--- src/rtl/sr_ignition_pkg.sv ---
// Shared encodings, Q14 constants and the per-state phase-duration table
// for the ignition sequencer.
package sr_ignition_pkg;

  localparam logic [2:0] PH_BASELINE   = 3'd0;
  localparam logic [2:0] PH_P1         = 3'd1;
  localparam logic [2:0] PH_P2         = 3'd2;
  localparam logic [2:0] PH_P3         = 3'd3;
  localparam logic [2:0] PH_P4         = 3'd4;
  localparam logic [2:0] PH_P5         = 3'd5;
  localparam logic [2:0] PH_REFRACTORY = 3'd6;

  localparam logic [2:0] SEL_NORMAL      = 3'd0;
  localparam logic [2:0] SEL_ANESTHESIA  = 3'd1;
  localparam logic [2:0] SEL_PSYCHEDELIC = 3'd2;
  localparam logic [2:0] SEL_FLOW        = 3'd3;
  localparam logic [2:0] SEL_MEDITATION  = 3'd4;

  localparam logic signed [17:0] Q14_0P60 = 18'sd9830;
  localparam logic signed [17:0] Q14_0P75 = 18'sd12288;

  typedef struct packed {
    logic [15:0] p2;
    logic [15:0] p3;
    logic [15:0] p4;
    logic [15:0] p5;
    logic [15:0] p6;
    logic [15:0] refr;
  } dur_cfg_t;

  localparam dur_cfg_t DUR_NORMAL      = {16'd1400, 16'd1000, 16'd1000, 16'd3600, 16'd1600, 16'd4000};
  localparam dur_cfg_t DUR_ANESTHESIA  = {16'd2800, 16'd1600, 16'd600,  16'd2000, 16'd2400, 16'd8000};
  localparam dur_cfg_t DUR_PSYCHEDELIC = {16'd800,  16'd600,  16'd1600, 16'd6000, 16'd1200, 16'd2000};
  localparam dur_cfg_t DUR_FLOW        = {16'd1000, 16'd800,  16'd1400, 16'd4400, 16'd1400, 16'd3000};
  localparam dur_cfg_t DUR_MEDITATION  = {16'd2000, 16'd1200, 16'd2000, 16'd5200, 16'd2000, 16'd3000};

  // Unassigned select codes fall back to NORMAL.
  function automatic logic [2:0] norm_state(input logic [2:0] sel);
    logic [2:0] r;
    case (sel)
      SEL_NORMAL, SEL_ANESTHESIA, SEL_PSYCHEDELIC,
      SEL_FLOW, SEL_MEDITATION: r = sel;
      default:                  r = SEL_NORMAL;
    endcase
    return r;
  endfunction

  function automatic dur_cfg_t dur_lookup(input logic [2:0] st);
    dur_cfg_t r;
    case (st)
      SEL_ANESTHESIA:  r = DUR_ANESTHESIA;
      SEL_PSYCHEDELIC: r = DUR_PSYCHEDELIC;
      SEL_FLOW:        r = DUR_FLOW;
      SEL_MEDITATION:  r = DUR_MEDITATION;
      default:         r = DUR_NORMAL;
    endcase
    return r;
  endfunction

endpackage

--- src/rtl/sr_trigger_debounce.sv ---
// Coherence/beta-quiet qualify compare plus consecutive-tick counter;
// done flags the tick on which the qualify streak reaches DEBOUNCE.
module sr_trigger_debounce
  import sr_ignition_pkg::*;
#(
  parameter int                      WIDTH    = 18,
  parameter logic signed [WIDTH-1:0] THRESH   = Q14_0P60,
  parameter int                      DEBOUNCE = 40
) (
  input  logic                    clk,
  input  logic                    rst,
  input  logic                    clk_en,
  input  logic                    active_i,
  input  logic signed [WIDTH-1:0] coherence_i,
  input  logic                    beta_quiet_raw_i,
  output logic                    qualify_o,
  output logic                    done_o
);

  logic [15:0] deb_cnt_q, deb_cnt_d;

  assign qualify_o = (coherence_i >= THRESH) && beta_quiet_raw_i;
  assign done_o    = qualify_o && (({1'b0, deb_cnt_q} + 17'd1) >= 17'(DEBOUNCE));

  // Count only while the sequencer is listening; any break clears the streak.
  always_comb begin
    deb_cnt_d = 16'd0;
    if (active_i && qualify_o) begin
      deb_cnt_d = (deb_cnt_q == 16'hFFFF) ? deb_cnt_q : deb_cnt_q + 16'd1;
    end else begin
      deb_cnt_d = 16'd0;
    end
  end

  // Counter register, advancing on ticks only.
  always_ff @(posedge clk) begin
    if (rst) begin
      deb_cnt_q <= 16'd0;
    end else if (clk_en) begin
      deb_cnt_q <= deb_cnt_d;
    end
  end

endmodule

--- src/rtl/sr_ignition_sequencer.sv ---
// Trigger qualification, forced-ignition arbitration and duration-table
// scheduling in front of the ignition controller.
module sr_ignition_sequencer
  import sr_ignition_pkg::*;
#(
  parameter int                      WIDTH        = 18,
  parameter int                      FRAC         = 14,
  parameter logic signed [WIDTH-1:0] COH_THRESH   = Q14_0P60,
  parameter int                      DEBOUNCE     = 40,
  parameter int                      FIRE_TIMEOUT = 8
) (
  input  logic                    clk,
  input  logic                    rst,
  input  logic                    clk_en,
  input  logic [2:0]              state_select,
  input  logic signed [WIDTH-1:0] coherence_in,
  input  logic                    beta_quiet_raw,
  input  logic                    force_req,
  input  logic [2:0]              ignition_phase,
  output logic signed [WIDTH-1:0] coherence_out,
  output logic                    beta_quiet,
  output logic [15:0]             phase2_dur,
  output logic [15:0]             phase3_dur,
  output logic [15:0]             phase4_dur,
  output logic [15:0]             phase5_dur,
  output logic [15:0]             phase6_dur,
  output logic [15:0]             refractory,
  output logic                    force_ack,
  output logic                    fire_fail,
  output logic                    cfg_pending,
  output logic [7:0]              event_count
);

  localparam logic [1:0] ST_IDLE = 2'd0;
  localparam logic [1:0] ST_ARM  = 2'd1;
  localparam logic [1:0] ST_FIRE = 2'd2;
  localparam logic [1:0] ST_RUN  = 2'd3;

  localparam logic signed [WIDTH-1:0] FORCE_COH = WIDTH'((32'sd3 <<< FRAC) >>> 2);

  logic [1:0]              state_q, state_d;
  logic                    forced_q, forced_d;
  logic [15:0]             fire_cnt_q, fire_cnt_d;
  logic [7:0]              event_count_q, event_count_d;
  logic [2:0]              applied_q, applied_d;
  dur_cfg_t                dur_q;
  logic                    beta_quiet_q, force_ack_q, fire_fail_q, cfg_pending_q;
  logic                    force_ack_d, fire_fail_d;
  logic signed [WIDTH-1:0] coh_out_q;

  logic       phase_idle_s, qualify_s, deb_done_s, deb_active_s;
  logic [2:0] sel_norm_s;

  assign phase_idle_s = (ignition_phase == PH_BASELINE);
  assign sel_norm_s   = norm_state(state_select);
  assign deb_active_s = ((state_q == ST_IDLE) || (state_q == ST_ARM)) && phase_idle_s && !force_req;

  sr_trigger_debounce #(
    .WIDTH    (WIDTH),
    .THRESH   (COH_THRESH),
    .DEBOUNCE (DEBOUNCE)
  ) u_debounce (
    .clk              (clk),
    .rst              (rst),
    .clk_en           (clk_en),
    .active_i         (deb_active_s),
    .coherence_i      (coherence_in),
    .beta_quiet_raw_i (beta_quiet_raw),
    .qualify_o        (qualify_s),
    .done_o           (deb_done_s)
  );

  // Sequencer next-state; an externally started controller takes us to RUN uncounted.
  always_comb begin
    state_d       = state_q;
    forced_d      = forced_q;
    fire_cnt_d    = fire_cnt_q;
    event_count_d = event_count_q;
    force_ack_d   = 1'b0;
    fire_fail_d   = 1'b0;
    case (state_q)
      ST_IDLE, ST_ARM: begin
        if (!phase_idle_s) begin
          state_d = ST_RUN;
        end else if (force_req) begin
          state_d    = ST_FIRE;
          forced_d   = 1'b1;
          fire_cnt_d = 16'd0;
        end else if (deb_done_s) begin
          state_d    = ST_FIRE;
          forced_d   = 1'b0;
          fire_cnt_d = 16'd0;
        end else if (qualify_s) begin
          state_d = ST_ARM;
        end else begin
          state_d = ST_IDLE;
        end
      end
      ST_FIRE: begin
        if (!phase_idle_s) begin
          state_d       = ST_RUN;
          event_count_d = (event_count_q == 8'hFF) ? 8'hFF : event_count_q + 8'd1;
          force_ack_d   = forced_q;
        end else if ((fire_cnt_q + 16'd1) >= 16'(FIRE_TIMEOUT)) begin
          state_d     = ST_IDLE;
          fire_fail_d = 1'b1;
        end else begin
          fire_cnt_d = fire_cnt_q + 16'd1;
        end
      end
      ST_RUN: begin
        if (phase_idle_s) begin
          state_d = ST_IDLE;
        end else begin
          state_d = ST_RUN;
        end
      end
      default: state_d = ST_IDLE;
    endcase
    if (state_q == ST_IDLE) begin
      applied_d = sel_norm_s;
    end else begin
      applied_d = applied_q;
    end
  end

  // State and output registers; pulses self-clear on the next clk.
  always_ff @(posedge clk) begin
    if (rst) begin
      state_q       <= ST_IDLE;
      forced_q      <= 1'b0;
      fire_cnt_q    <= 16'd0;
      event_count_q <= 8'd0;
      applied_q     <= SEL_NORMAL;
      dur_q         <= DUR_NORMAL;
      beta_quiet_q  <= 1'b0;
      force_ack_q   <= 1'b0;
      fire_fail_q   <= 1'b0;
      cfg_pending_q <= 1'b0;
      coh_out_q     <= '0;
    end else begin
      force_ack_q <= 1'b0;
      fire_fail_q <= 1'b0;
      if (clk_en) begin
        state_q       <= state_d;
        forced_q      <= forced_d;
        fire_cnt_q    <= fire_cnt_d;
        event_count_q <= event_count_d;
        applied_q     <= applied_d;
        dur_q         <= dur_lookup(applied_d);
        force_ack_q   <= force_ack_d;
        fire_fail_q   <= fire_fail_d;
        cfg_pending_q <= (sel_norm_s != applied_d);
        beta_quiet_q  <= (state_d == ST_FIRE);
        coh_out_q     <= ((state_d == ST_FIRE) && forced_d) ? FORCE_COH : coherence_in;
      end
    end
  end

  assign coherence_out = coh_out_q;
  assign beta_quiet    = beta_quiet_q;
  assign phase2_dur    = dur_q.p2;
  assign phase3_dur    = dur_q.p3;
  assign phase4_dur    = dur_q.p4;
  assign phase5_dur    = dur_q.p5;
  assign phase6_dur    = dur_q.p6;
  assign refractory    = dur_q.refr;
  assign force_ack     = force_ack_q;
  assign fire_fail     = fire_fail_q;
  assign cfg_pending   = cfg_pending_q;
  assign event_count   = event_count_q;

endmodule

--- config.mk ---
export PLATFORM = sky130hd
export DESIGN_NAME = sr_ignition_sequencer
export DESIGN_NICKNAME = d
export VERILOG_FILES = /design/src/rtl/sr_ignition_pkg.sv /design/src/rtl/sr_trigger_debounce.sv /design/src/rtl/sr_ignition_sequencer.sv
export SDC_FILE = /design/constraint.sdc
export NUM_CORES = 1
export LEC_CHECK = 0
export BUFFER_PORTS_ARGS = -buffer_cell sky130_fd_sc_hd__buf_4
export CORE_MARGIN = 2
export CORE_UTILIZATION = 52
export DETAILED_ROUTE_END_ITERATION = 12
export GPL_ROUTABILITY_DRIVEN = 1
export PLACE_DENSITY = 0.79
export SYNTH_ARGS = -nofsm -noshare
export SYNTH_HDL_FRONTEND = slang
export SYNTH_HIERARCHICAL = 1
export SYNTH_SLANG_ARGS = --single-unit
--- constraint.sdc ---
create_clock -name clk -period 3.54 [get_ports clk]
set_input_delay 0.177 -clock clk [delete_from_list [all_inputs] [get_ports clk]]
set_output_delay 0.177 -clock clk [all_outputs]
set_load 0.02 [all_outputs]
# --- Word level (Yosys, flattened, before mapping) ---
# Cells that the tools add are included.
totals:
  in_bits: 29
  word_cells: 92
  reg_bits: 164
op_classes:
  bitwise_logic: 3
  n_lt_le_gt_ge: 3
  n_eq_ne: 20
  add_sub_neg: 4
  n_mux: 26
  reduce_logical: 19
op_table:
  columns: ["operator", "n"]
  rows:
  - ["92-bit one-hot mux with 4 select lines", 1]
  - ["16-bit 2-to-1 mux", 7]
  - ["16-bit by 1-bit adder with 16-bit output (second input constant)", 2]
  - ["16-bit one-hot mux with 2 select lines", 1]
  - ["18-bit by 15-bit greater-or-equal comparator with 1-bit output (second input constant)", 1]
  - ["18-bit 2-to-1 mux", 1]
  - ["16-bit by 1-bit adder with 17-bit output (second input constant)", 1]
  - ["17-bit by 6-bit greater-or-equal comparator with 1-bit output (second input constant)", 1]
  - ["16-bit equality test (second input constant)", 1]
  - ["16-bit by 4-bit greater-or-equal comparator with 1-bit output (second input constant)", 1]
  - ["3-bit by 2-bit equality test with 1-bit output (second input constant)", 4]
  - ["2-bit 2-to-1 mux", 6]
  - ["8-bit by 1-bit adder with 8-bit output (second input constant)", 1]
  - ["8-bit equality test (second input constant)", 1]
  - ["8-bit 2-to-1 mux", 1]
  - ["2-bit != test (second input constant)", 4]
  - ["4-bit OR reduction", 2]
  - ["2-bit equality test (second input constant)", 3]
  - ["3-bit by 1-bit equality test with 1-bit output (second input constant)", 2]
  - ["3-bit equality test (second input constant)", 2]
  - ["1-bit logical AND", 6]
  - ["3-bit zero test", 2]
  - ["1-bit 2-to-1 mux", 6]
  - ["3-bit 2-to-1 mux", 2]
  - ["14 further kinds", 16]

# --- Longest topological paths before layout ---
# Gate-level depths: netlist of the first run.
logic_depth:
  word_depth: 10
  mapped_depth: 12
  mapped_depth_nobuf: 12

# --- By module ---
# Netlist of the first run, hierarchy kept.
by_module_without_submodules:
  columns: ["mod", "area_per_inst_um2", "instances", "cells_each"]
  rows:
  - ["sr_ignition_sequencer", 4045.1, 1, 499]
  - ["sr_trigger_debounce", 1077.3, 1, 137]

# --- Worst setup path after synthesis of the first run ---
# Ideal clock, no wire load.
synth_path:
  path_kind: "register -> register"
  start: "reg fire_cnt_q[0]"
  end: "reg coh_out_q[10] (netlist: coherence_out[10])"
  t_required_ns: 3.418
  n_path_buf: 2
  setup_time_ns: 0.122
  arrival_time_ns: 2.672
  setup_slack_ns: 0.746
  path_stages_with_launch: 10
  cell_sequence: "dfxtp_1 ha_1 nand4_1 o41ai_2 o311ai_1 a2111o_1 or4_4 buf_6 buf_6 a221o_1"
synth_between:
  elab_chain_len: 8
synth_rtl:
  columns: ["element", "line", "text"]
  rows:
  - ["start: declaration", "sr_ignition_sequencer.sv:43", "logic [15:0] fire_cnt_q, fire_cnt_d;"]
  - ["start signal: assignment", "sr_ignition_sequencer.sv:147", "fire_cnt_q <= fire_cnt_d;"]
  - ["16-bit by 1-bit adder with 16-bit output", "sr_ignition_sequencer.sv:104", "end else if ((fire_cnt_q + 16'd1) >= 16'(FIRE_TIMEOUT)) begin"]
  - ["16-bit by 4-bit greater-or-equal comparator with 1-bit output", "sr_ignition_sequencer.sv:104", null]
  - ["2-bit 2-to-1 mux", "sr_ignition_sequencer.sv:104", null]
  - ["2-bit 2-to-1 mux", "sr_ignition_sequencer.sv:100", "if (!phase_idle_s) begin"]
  - ["2-bit one-hot mux with 3 select lines", "sr_ignition_sequencer.sv:81", "case (state_q)"]
  - ["2-bit equality test", "sr_ignition_sequencer.sv:155", "coh_out_q <= ((state_d == ST_FIRE) && forced_d) ? FORCE_COH : coherence_in;"]
  - ["1-bit logical AND", "sr_ignition_sequencer.sv:155", null]
  - ["18-bit 2-to-1 mux", "sr_ignition_sequencer.sv:155", null]
  - ["end signal: assignment", "sr_ignition_sequencer.sv:155", null]
  - ["end: declaration", "sr_ignition_sequencer.sv:49", "logic signed [WIDTH-1:0] coh_out_q;"]
# No other way between the ends.
# A chain may end at the register's enable or synchronous reset.

# --- Final worst setup path of the first run ---
layout_path:
  start: "reg fire_cnt_q[0]"
  end: "reg coh_out_q[1] (netlist: coherence_out[1])"
# The elaborated chain is that of the path after synthesis.

==> reports/metrics.cfg, run 1 <==
[place]
io_buffers=107
place_hpwl_mm=8.778
dp_cells=823
pre_cts_slack_ps=538.2
gp_congestion=0.9105

[routing]
drtPass1Iterations=5
wl_per_cell_um=14.84
ant_nets=0
num_vias=4833
route.detailed.drc=0
drt-total-wl_mm=12.45
drt_iter0_drc=355
vias_per_cell=5.760

[yosys]
synth_area_um2=5122
synth-seq-cells=92
synth_area_per_cell_um2=8.054
async_flop_share_pct=0
synth_flop_cell=dfxtp_1
yosysSeqAreaShare_pct=35.96
yosysWarnings=6
synth_edf_count=0
ys_types=74
syn-instance-count=636

[power_and_ir_drop]
internal-power_mw=1.512
clkPwrFrac_pct=31.8
seqPwrFrac_pct=49.8
switching_share_pct=32.46
power_density_nw_per_um2=383.7
share_comb_of_total_power_pct=18.4
power_mw=2.239
p_sw_uw=726.6
ir_worst_vdd_v=0.0002421
leakage_nw=2.347

[sta]
fin_crit_ps=3073
fin_crit_sh_pct=86.82
finalSetupViolations=0
final_hold_viol_count=0
fin_skew_ps=18.60
rsz0062_at_grt=false
max_freq_ghz=0.3254
tightest_slew_ps=1063
timing.final.ws_setup_ps=466.7
max_slew_margin_pct=28.88
finalSetupTns_ps=0
final-max-slew-violation-count=0

[min_path]
min_from=force_req
min_to=forced_q
hp-class=in -> reg
min_path_cells=3

[clock_tree]
h-tree-depth=3
cts_setup_buffers=0
clock_latency_ps=370
cts_hold_buf=0
ctsResizeCount=0
clk_path_buf_depth=2
tritoncts=yes
clk_pin_slew_ps=100
cts_buffers=9
cts_root_buffer=clkbuf_8
cts_sinks=92

[critical_path]
worst-r2r-setup-slack_ps=470
r2r-end=coherence_out[1]
cp-end-kind=flop
crit_fanout=18
start_kind=flop
r2r_cells=7
critPathKind=reg -> reg
critPathArrivalTime_ps=3340
crit_required_ps=3800
r2r-start=fire_cnt_q[0]

[die]
start_util_pct=52.89
fp.dieH_um=103.3
fp-row-count=36
dieArea_um2=10660
num_io_pins=155
core_um2=9684
die_w_um=103.3

[global_routing]
grt_pass1_wl_mm=19.45
antenna_found_initial=0
grt.total_usage_pct=22.60
grt_max_degree=76
grt-ovfl-total=0
grt_pass1_vias=4190

[final_layout]
multiInputGateArea_um2=2699
layout.nets=733
fillerInstances=842
area_growth_pct=13.90
antenna-diode-count=0
stdcell_count=839
utilization_pct=60.25
layout_common_cells=buf_4 (115), dfxtp_1 (92), nand2_1 (78), conb_1 (47), nor3_1 (46)
final-seq-area_um2=1842
drive_above_1_share_pct=20.96
final_common_cell=buf_4

[run_status]
status=finished, final reports clean

[flow_run]
maxCapViolations=0

[sequential cells by signal, indices dropped and copies added (netlist names)]
signal / flops
applied_q: 3
beta_quiet: 1
cfg_pending: 1
coherence_out: 18
event_count: 8
fire_cnt_q: 16
fire_fail: 1
force_ack: 1
forced_q: 1
phase2_dur: 2
phase3_dur: 8
phase4_dur: 3
phase5_dur: 5
phase6_dur: 4
refractory: 2
state_q: 2
u_debounce/deb_cnt_q: 16
[power groups by stage]
stage	combinational (mW)	clock, mW	sequential, mW
2_1_floorplan	0.274	0	1.18
3_3_place_gp	0.404	0	1.14
3_5_place_dp	0.410	0	1.14
4_1_cts	0.411	0.725	1.11
5_1_grt	0.449	0.775	1.12
6_report	0.412	0.712	1.11
[worst max-delay path: stages, from the launching register on]
cell and delay (ps):
dfxtp_1 450, ha_1 260, nand4_1 230, o41ai_2 380, o311ai_1 160, a2111o_1 470, or4_4 650, a221o_1 370
[layout make-up]
| type | instances | area share (%) |
|---|---|---|
| timing repair buffer | 115 | 14.80 |
| clock inverter | 7 | 1.373 |
| inverter | 16 | 1.029 |
| sequential | 92 | 31.57 |
| clock buffer | 9 | 2.123 |
| multi-input combinational | 467 | 46.26 |
| tap | 133 | 2.852 |
[layer usage]
| layer | share of wire [%] | track usage [%] | up-vias |
|---|---|---|---|
| met5 | 0 | 0 | - |
| met4 | 1.8 | 7.389 | 0 |
| met3 | 7.8 | 4.503 | 27 |
| met2 | 47 | 37.81 | 235 |
| met1 | 43 | 29.40 | 2254 |
| li1 | - | - | 2317 |
[worst max-delay path by stage]
stage	startpoint	end	slack [ps]	depth (start not counted)
after global placement	u_debounce/deb_cnt_q[3]	fire_cnt_q[1]	640	12
after global routing	u_debounce/deb_cnt_q[3]	fire_cnt_q[1]	290	12
final	fire_cnt_q[0]	coherence_out[1]	470	7
after CTS	fire_cnt_q[0]	coherence_out[1]	500	7
after floorplan	fire_cnt_q[0]	coherence_out[10]	750	9
after detailed placement	u_debounce/deb_cnt_q[3]	fire_cnt_q[1]	540	12
[cells in the mapped netlist (3+ instances only)]
library cell,count,area share (%)
dfxtp_1,92,36
nand2_1,78,5.7
buf_4,75,11
nor3_1,47,4.6
a21oi_1,37,3.6
nor2_1,35,2.6
o21ai_0,31,3.0
clkbuf_1,27,2.0
a221o_1,16,3.1
nand3_1,15,1.5
nand4_1,14,1.7
inv_1,13,0.95
or3_1,12,1.5
xnor2_1,8,1.4
nand2b_1,7,0.85
o21a_1,7,1.0
or4_1,7,1.0
a31oi_1,5,0.61
o31ai_1,5,0.73
a211oi_1,4,0.59
and2_1,4,0.49
and3_1,4,0.49
and4_1,4,0.68
nor2b_1,4,0.49
o2111ai_1,4,0.68
xor2_1,4,0.68
a22o_1,3,0.51
ha_1,3,0.73
nand3b_1,3,0.44
nor4b_1,3,0.51
o211ai_1,3,0.44
o311ai_0,3,0.51
o32ai_1,3,0.51
or2_2,3,0.37
[through the flow]
step	area [um2]	hold slack (ps)
after floorplan	5291	246.1
after global placement	5630	438.6
after detailed placement	5630	438.6
after CTS	5834	93.78
after global routing	5834	131.0
final	5834	107.3
[kinds of logic after synthesis]
logic type / after synthesis / share of synthesized area, %
adders and majority gates: 3 / 0.7329
muxes: 4 / 0.8305
other: 2 / 0.1466
AOI/OAI and AO/OA: 149 / 20.13
buffers and inverters: 122 / 14.75
xor gates and xnor gates: 12 / 2.052
and+or+nand+nor: 252 / 25.40
DFF: 92 / 35.96
Power figures use the tool's default switching activity.
==> inputs of run 2 (changes only) <==
--- a/config.mk
+++ b/config.mk
@@ -7,10 +7,10 @@
 export LEC_CHECK = 0
 export BUFFER_PORTS_ARGS = -buffer_cell sky130_fd_sc_hd__buf_4
 export CORE_MARGIN = 2
-export CORE_UTILIZATION = 52
+export CORE_UTILIZATION = 29
 export DETAILED_ROUTE_END_ITERATION = 12
 export GPL_ROUTABILITY_DRIVEN = 1
-export PLACE_DENSITY = 0.79
+export PLACE_DENSITY = 0.48
 export SYNTH_ARGS = -nofsm -noshare
 export SYNTH_HDL_FRONTEND = slang
 export SYNTH_HIERARCHICAL = 1
==> constraint.sdc (replaced) <==
create_clock -name clk -period 2.9 [get_ports clk]
set_input_delay 0.145 -clock clk [delete_from_list [all_inputs] [get_ports clk]]
set_output_delay 0.145 -clock clk [all_outputs]
set_load 0.02 [all_outputs]
==> run 2 against run 1 <==
Via count did not move. Wire length rose by 14%. Count of clock-buffer cells in the layout rose by 1.
==> reports/metrics.cfg, run 2 (synthesized netlist as in run 1, its figures left out) <==
[flow_run]
maxCapViolations=0

[final_layout]
layout_common_cells=buf_4 (136), dfxtp_1 (86), nand2_1 (77), conb_1 (47), nor3_1 (46)
stdcell_count=954
layout.nets=756
antenna-diode-count=0
fillerInstances=1779
area_growth_pct=22.42
largest_register_ffs=18
drive_above_1_share_pct=24.69
final_common_cell=buf_4

[global_routing]
grt_util_met1_pct=20.05
grt.total_usage_pct=14.51
grt-ovfl-total=0
grt_pass1_wl_mm=21.82
grt_use_met3_pct=3.667
grt_pass1_vias=4232
use_met2_pct=21.94
antenna_found_initial=0
busiest_layer=met2
grt_max_degree=54

[sta]
tightest_slew_ps=756.6
fin_crit_sh_pct=96.79
whs_ps=77.66
max_slew_margin_pct=49.03
finalSetupViolations=0
fin_crit_ps=2807
final-max-slew-violation-count=0
finalSetupTns_ps=0
fin_skew_ps=4.023
timing.final.ws_setup_ps=93.02
final_hold_viol_count=0
max_freq_ghz=0.3563

[place]
gp_congestion=0.8333
place_hpwl_mm=9.836
dp_cells=932
pre_cts_slack_ps=20.71
io_buffers=107

[die]
dieArea_um2=18740
die_w_um=136.9
start_util_pct=29.62
fp-row-count=48
num_io_pins=155
fp.dieH_um=136.9
core_um2=17300

[clock_tree]
cts_buffers=9
tritoncts=yes
cts_sinks=92
clk_path_buf_depth=2
cts_hold_buf=0
clock_latency_ps=360
h-tree-depth=3
clk_pin_slew_ps=70
cts_root_buffer=clkbuf_16

[run_status]
status=finished, final reports clean

[power_and_ir_drop]
leakage_nw=2.508
power_density_nw_per_um2=496.2
ir_worst_vdd_v=0.0002944

[routing]
drt_iter0_drc=314
wl_per_cell_um=14.89
route.detailed.drc=0
drt-total-wl_mm=14.20
drtPass1Iterations=5
num_vias=4833
vias_per_cell=5.066
ant_nets=0

[critical_path]
critPathSlowestCell=or4_4
crit_fanout=5
critPathArrivalTime_ps=3050
cpPeakStageDelay_ps=630
r2r_cells=7
path_cells=ha_4 -> nand4_1 -> o41ai_2 -> o311ai_1 -> a2111o_1 -> or4_4 -> a221o_1
crit_required_ps=3140
cp-end-kind=flop
critPathKind=reg -> reg
start_kind=flop

[min_path]
hp-class=in -> reg
min_path_cells=3

-- run 2: layout make-up --
type	count	area [um2]	share of cell area, %
tap	225	281.5	4.489
sequential	92	1849	29.49
clock inverter	6	71.32	1.137
inverter	16	60.06	0.9577
multi-input combinational	469	2749	43.83
clock buffer	10	239.0	3.811
timing repair buffer	136	1021	16.28
-- run 2: routing by layer --
metal | up-vias | share of wire [%]
li1 | 2360 | -
met4 | 0 | 1.7
met3 | 22 | 6.6
met2 | 179 | 46
met1 | 2272 | 46
met5 | - | 0
-- run 2: worst paths after layout --
check	startpoint	endpoint	slack, ps
max	fire_cnt_q[1]	coherence_out[17]	90
min	force_req	forced_q	80
max reg2reg	fire_cnt_q[1]	coherence_out[17]	90
min reg2reg	phase5_dur[6]	phase5_dur[6]	450
-- run 2: worst max-delay path, delay by kind of cell, from the launching register on --
kind            cells  cell delay (ps)
fa+ha+maj           1              190
flops               1              420
compound gates      4             1250
simple gates        2              840
-- run 2: timing repair --
action,CTS,global route
endpoints found under the hold margin,0,0
pin swaps,0,6
cloned,0,2
gates resized for setup,1,13
setup endpoints to repair,7,33
buffers inserted,1,3
-- run 2: power by group --
group / total [mW] / switching (mW) / internal (mW)
combinational: 0.518 / 0.323 / 0.195
sequential: 1.36 / 0.0426 / 1.32
clock: 1.23 / 0.533 / 0.701
-- run 2: metrics by stage --
step / area, um2 / total power, mW / util, %
2_1_floorplan: 5291 / 1.772 / -
3_3_place_gp: 5873 / 1.902 / 33.96
3_5_place_dp: 5873 / 1.906 / 33.96
4_1_cts: 6193 / 3.152 / 35.81
5_1_grt: 6271 / 3.254 / 36.26
6_report: 6271 / 3.112 / 36.26
==> inputs of run 3 (changes only) <==
--- a/config.mk
+++ b/config.mk
@@ -10,7 +10,7 @@
 export CORE_UTILIZATION = 29
 export DETAILED_ROUTE_END_ITERATION = 12
 export GPL_ROUTABILITY_DRIVEN = 1
-export PLACE_DENSITY = 0.48
+export PLACE_DENSITY = 0.5
 export SYNTH_ARGS = -nofsm -noshare
 export SYNTH_HDL_FRONTEND = slang
 export SYNTH_HIERARCHICAL = 1
==> constraint.sdc (replaced) <==
create_clock -name clk -period 2.3 [get_ports clk]
set_input_delay 0.115 -clock clk [delete_from_list [all_inputs] [get_ports clk]]
set_output_delay 0.115 -clock clk [all_outputs]
set_load 0.02 [all_outputs]
==> run 3 against run 2 <==
The flow now finishes with violations (setup timing). Combinational power rose by 31%. Critical path depth did not move. Critical endpoint is now coherence_out[4]. Power grew 29%. Critical path type unchanged. Non-clock buffer count rose by 60. Register-to-register slack got worse by 350 ps. Global-route usage grew 1.7 points. Die area unchanged.
==> reports/metrics.cfg, run 3 (synthesized netlist as in run 1, its figures left out) <==
[sta]
tightest_slew_ps=560.6
fin_crit_ps=2556
max_slew_margin_pct=62.62
fin_crit_sh_pct=111.1
fin_skew_ps=6.149
finalSetupViolations=38
rsz0062_at_grt=true
finalSetupTns_ps=-6947
whs_ps=92.46
max_freq_ghz=0.3912
final-max-slew-violation-count=0
final_hold_viol_count=0
timing.final.ws_setup_ps=-256.1

[clock_tree]
cts_buffers=9
cts_sinks=92
clk_path_buf_depth=2
h-tree-depth=3
clk_pin_slew_ps=70
tritoncts=yes
clock_latency_ps=340
cts_root_buffer=clkbuf_16

[final_layout]
antenna-diode-count=0
stdcell_area_um2=6984
layout_common_cells=buf_4 (190), dfxtp_1 (78), nand2_1 (74), conb_1 (47), nor3_1 (44)
final_common_cell=buf_4
drive_above_1_share_pct=35.61
layout.nets=816
area_growth_pct=36.35
largest_register_ffs=18

[critical_path]
start_kind=flop
r2r-end=coherence_out[4]
path_cells=ha_4 -> nand4_1 -> o41ai_2 -> o311ai_2 -> a2111o_1 -> or4_4 -> a221o_1
cp-end-kind=flop
crit_required_ps=2540
worst-r2r-setup-slack_ps=-260
r2r-start=fire_cnt_q[1]
crit_fanout=8
critPathKind=reg -> reg
r2r_cells=7
cpPeakStageDelay_ps=530
critPathArrivalTime_ps=2790
critPathSlowestCell=or4_4

[die]
fp-row-count=48
start_util_pct=29.62
fp.dieH_um=136.9
core_um2=17300
num_io_pins=155
die_w_um=136.9
dieArea_um2=18740

[routing]
ant_nets=0
route.detailed.drc=0
num_vias=5048
drtPass1Iterations=5
drt_iter0_drc=423
vias_per_cell=4.978
drt-total-wl_mm=15.27
wl_per_cell_um=15.06

[min_path]
min_from=coherence_in[12]
hp-class=in -> reg
min_to=coherence_out[12]
min_path_cells=3

[place]
io_buffers=107
placed_area_um2=6366
pre_cts_slack_ps=-315.6
gp_congestion=0.8360
place_hpwl_mm=10.83

[global_routing]
grt_pass1_wl_mm=24.10
grt_pass1_vias=4692
grt_max_degree=43
grt.total_usage_pct=16.23
grt-ovfl-total=0
antenna_found_initial=0

[power_and_ir_drop]
power_density_nw_per_um2=572.8
power_mw=4.001
leakage_nw=2.892
ir_worst_vdd_v=0.0003340

[run_status]
status=complete, but fails checks
violations=setup timing

[flow_run]
maxCapViolations=0

## run 3: cell count changes in the layout (fill, tap and decap cells not counted), sizes merged
cell,before,now
inv,16,17
clkinv,4,3
clkbuf,10,11
buf,136,196
clkinvlp,1,0
## run 3: final cells by class
| cell class | instances | area (um2) |
|---|---|---|
| fill | 1770 | 10310 |
| multi-input combinational | 469 | 2933 |
| sequential | 92 | 1872 |
| timing repair buffer | 196 | 1511 |
| tap | 225 | 281.5 |
| clock buffer | 11 | 264.0 |
| clock inverter | 5 | 62.56 |
| inverter | 16 | 60.06 |
## run 3: report_power, final
part	total, mW	switching (mW)	internal, mW	leakage (nW)
logic	0.680	0.420	0.260	1.97
clock network	1.61	0.660	0.949	0.162
registers	1.71	0.0571	1.66	0.760
## run 3: how the worst max path moves through the flow
stage,slack (ps),end,startpoint
floorplan,-330,coherence_out[10],fire_cnt_q[1]
global placement,-300,beta_quiet,u_debounce/deb_cnt_q[1]
detailed placement,-320,coherence_out[8],fire_cnt_q[1]
CTS,-270,beta_quiet,u_debounce/deb_cnt_q[0]
global route,-410,beta_quiet,u_debounce/deb_cnt_q[2]
finish,-260,coherence_out[4],fire_cnt_q[1]
## run 3: stage by stage
step	utilization, %	cells
finish	40.38	1014
global route	40.38	1014
CTS	39.61	1005
detailed placement	36.81	985
global placement	36.81	985
floorplan	-	681
## run 3: worst max-delay path: cells and delay by family, from the launching register on
| kind | cells | cell delay (ps) |
|---|---|---|
| DFF | 1 | 360 |
| adders and majority gates | 1 | 130 |
| and+or+nand+nor | 2 | 700 |
| AOI/OAI and AO/OA | 4 | 1240 |
## run 3: per-layer routing
layer	wire length [um]	vias up	track usage, %
met5	0	-	0
met1	7097	2396	21.94
met2	7301	143	26.11
met4	173	0	5.613
li1	-	2495	-
met3	701	14	2.778
## run 3: what timing repair did
item                                    4_1_cts  5_1_grt
cloned                                        3        0
pin swaps                                    25       12
gates resized for setup                      33       21
hold buffers                                  0        0
setup buffers                                 2       10
endpoints found under the setup margin       37       42
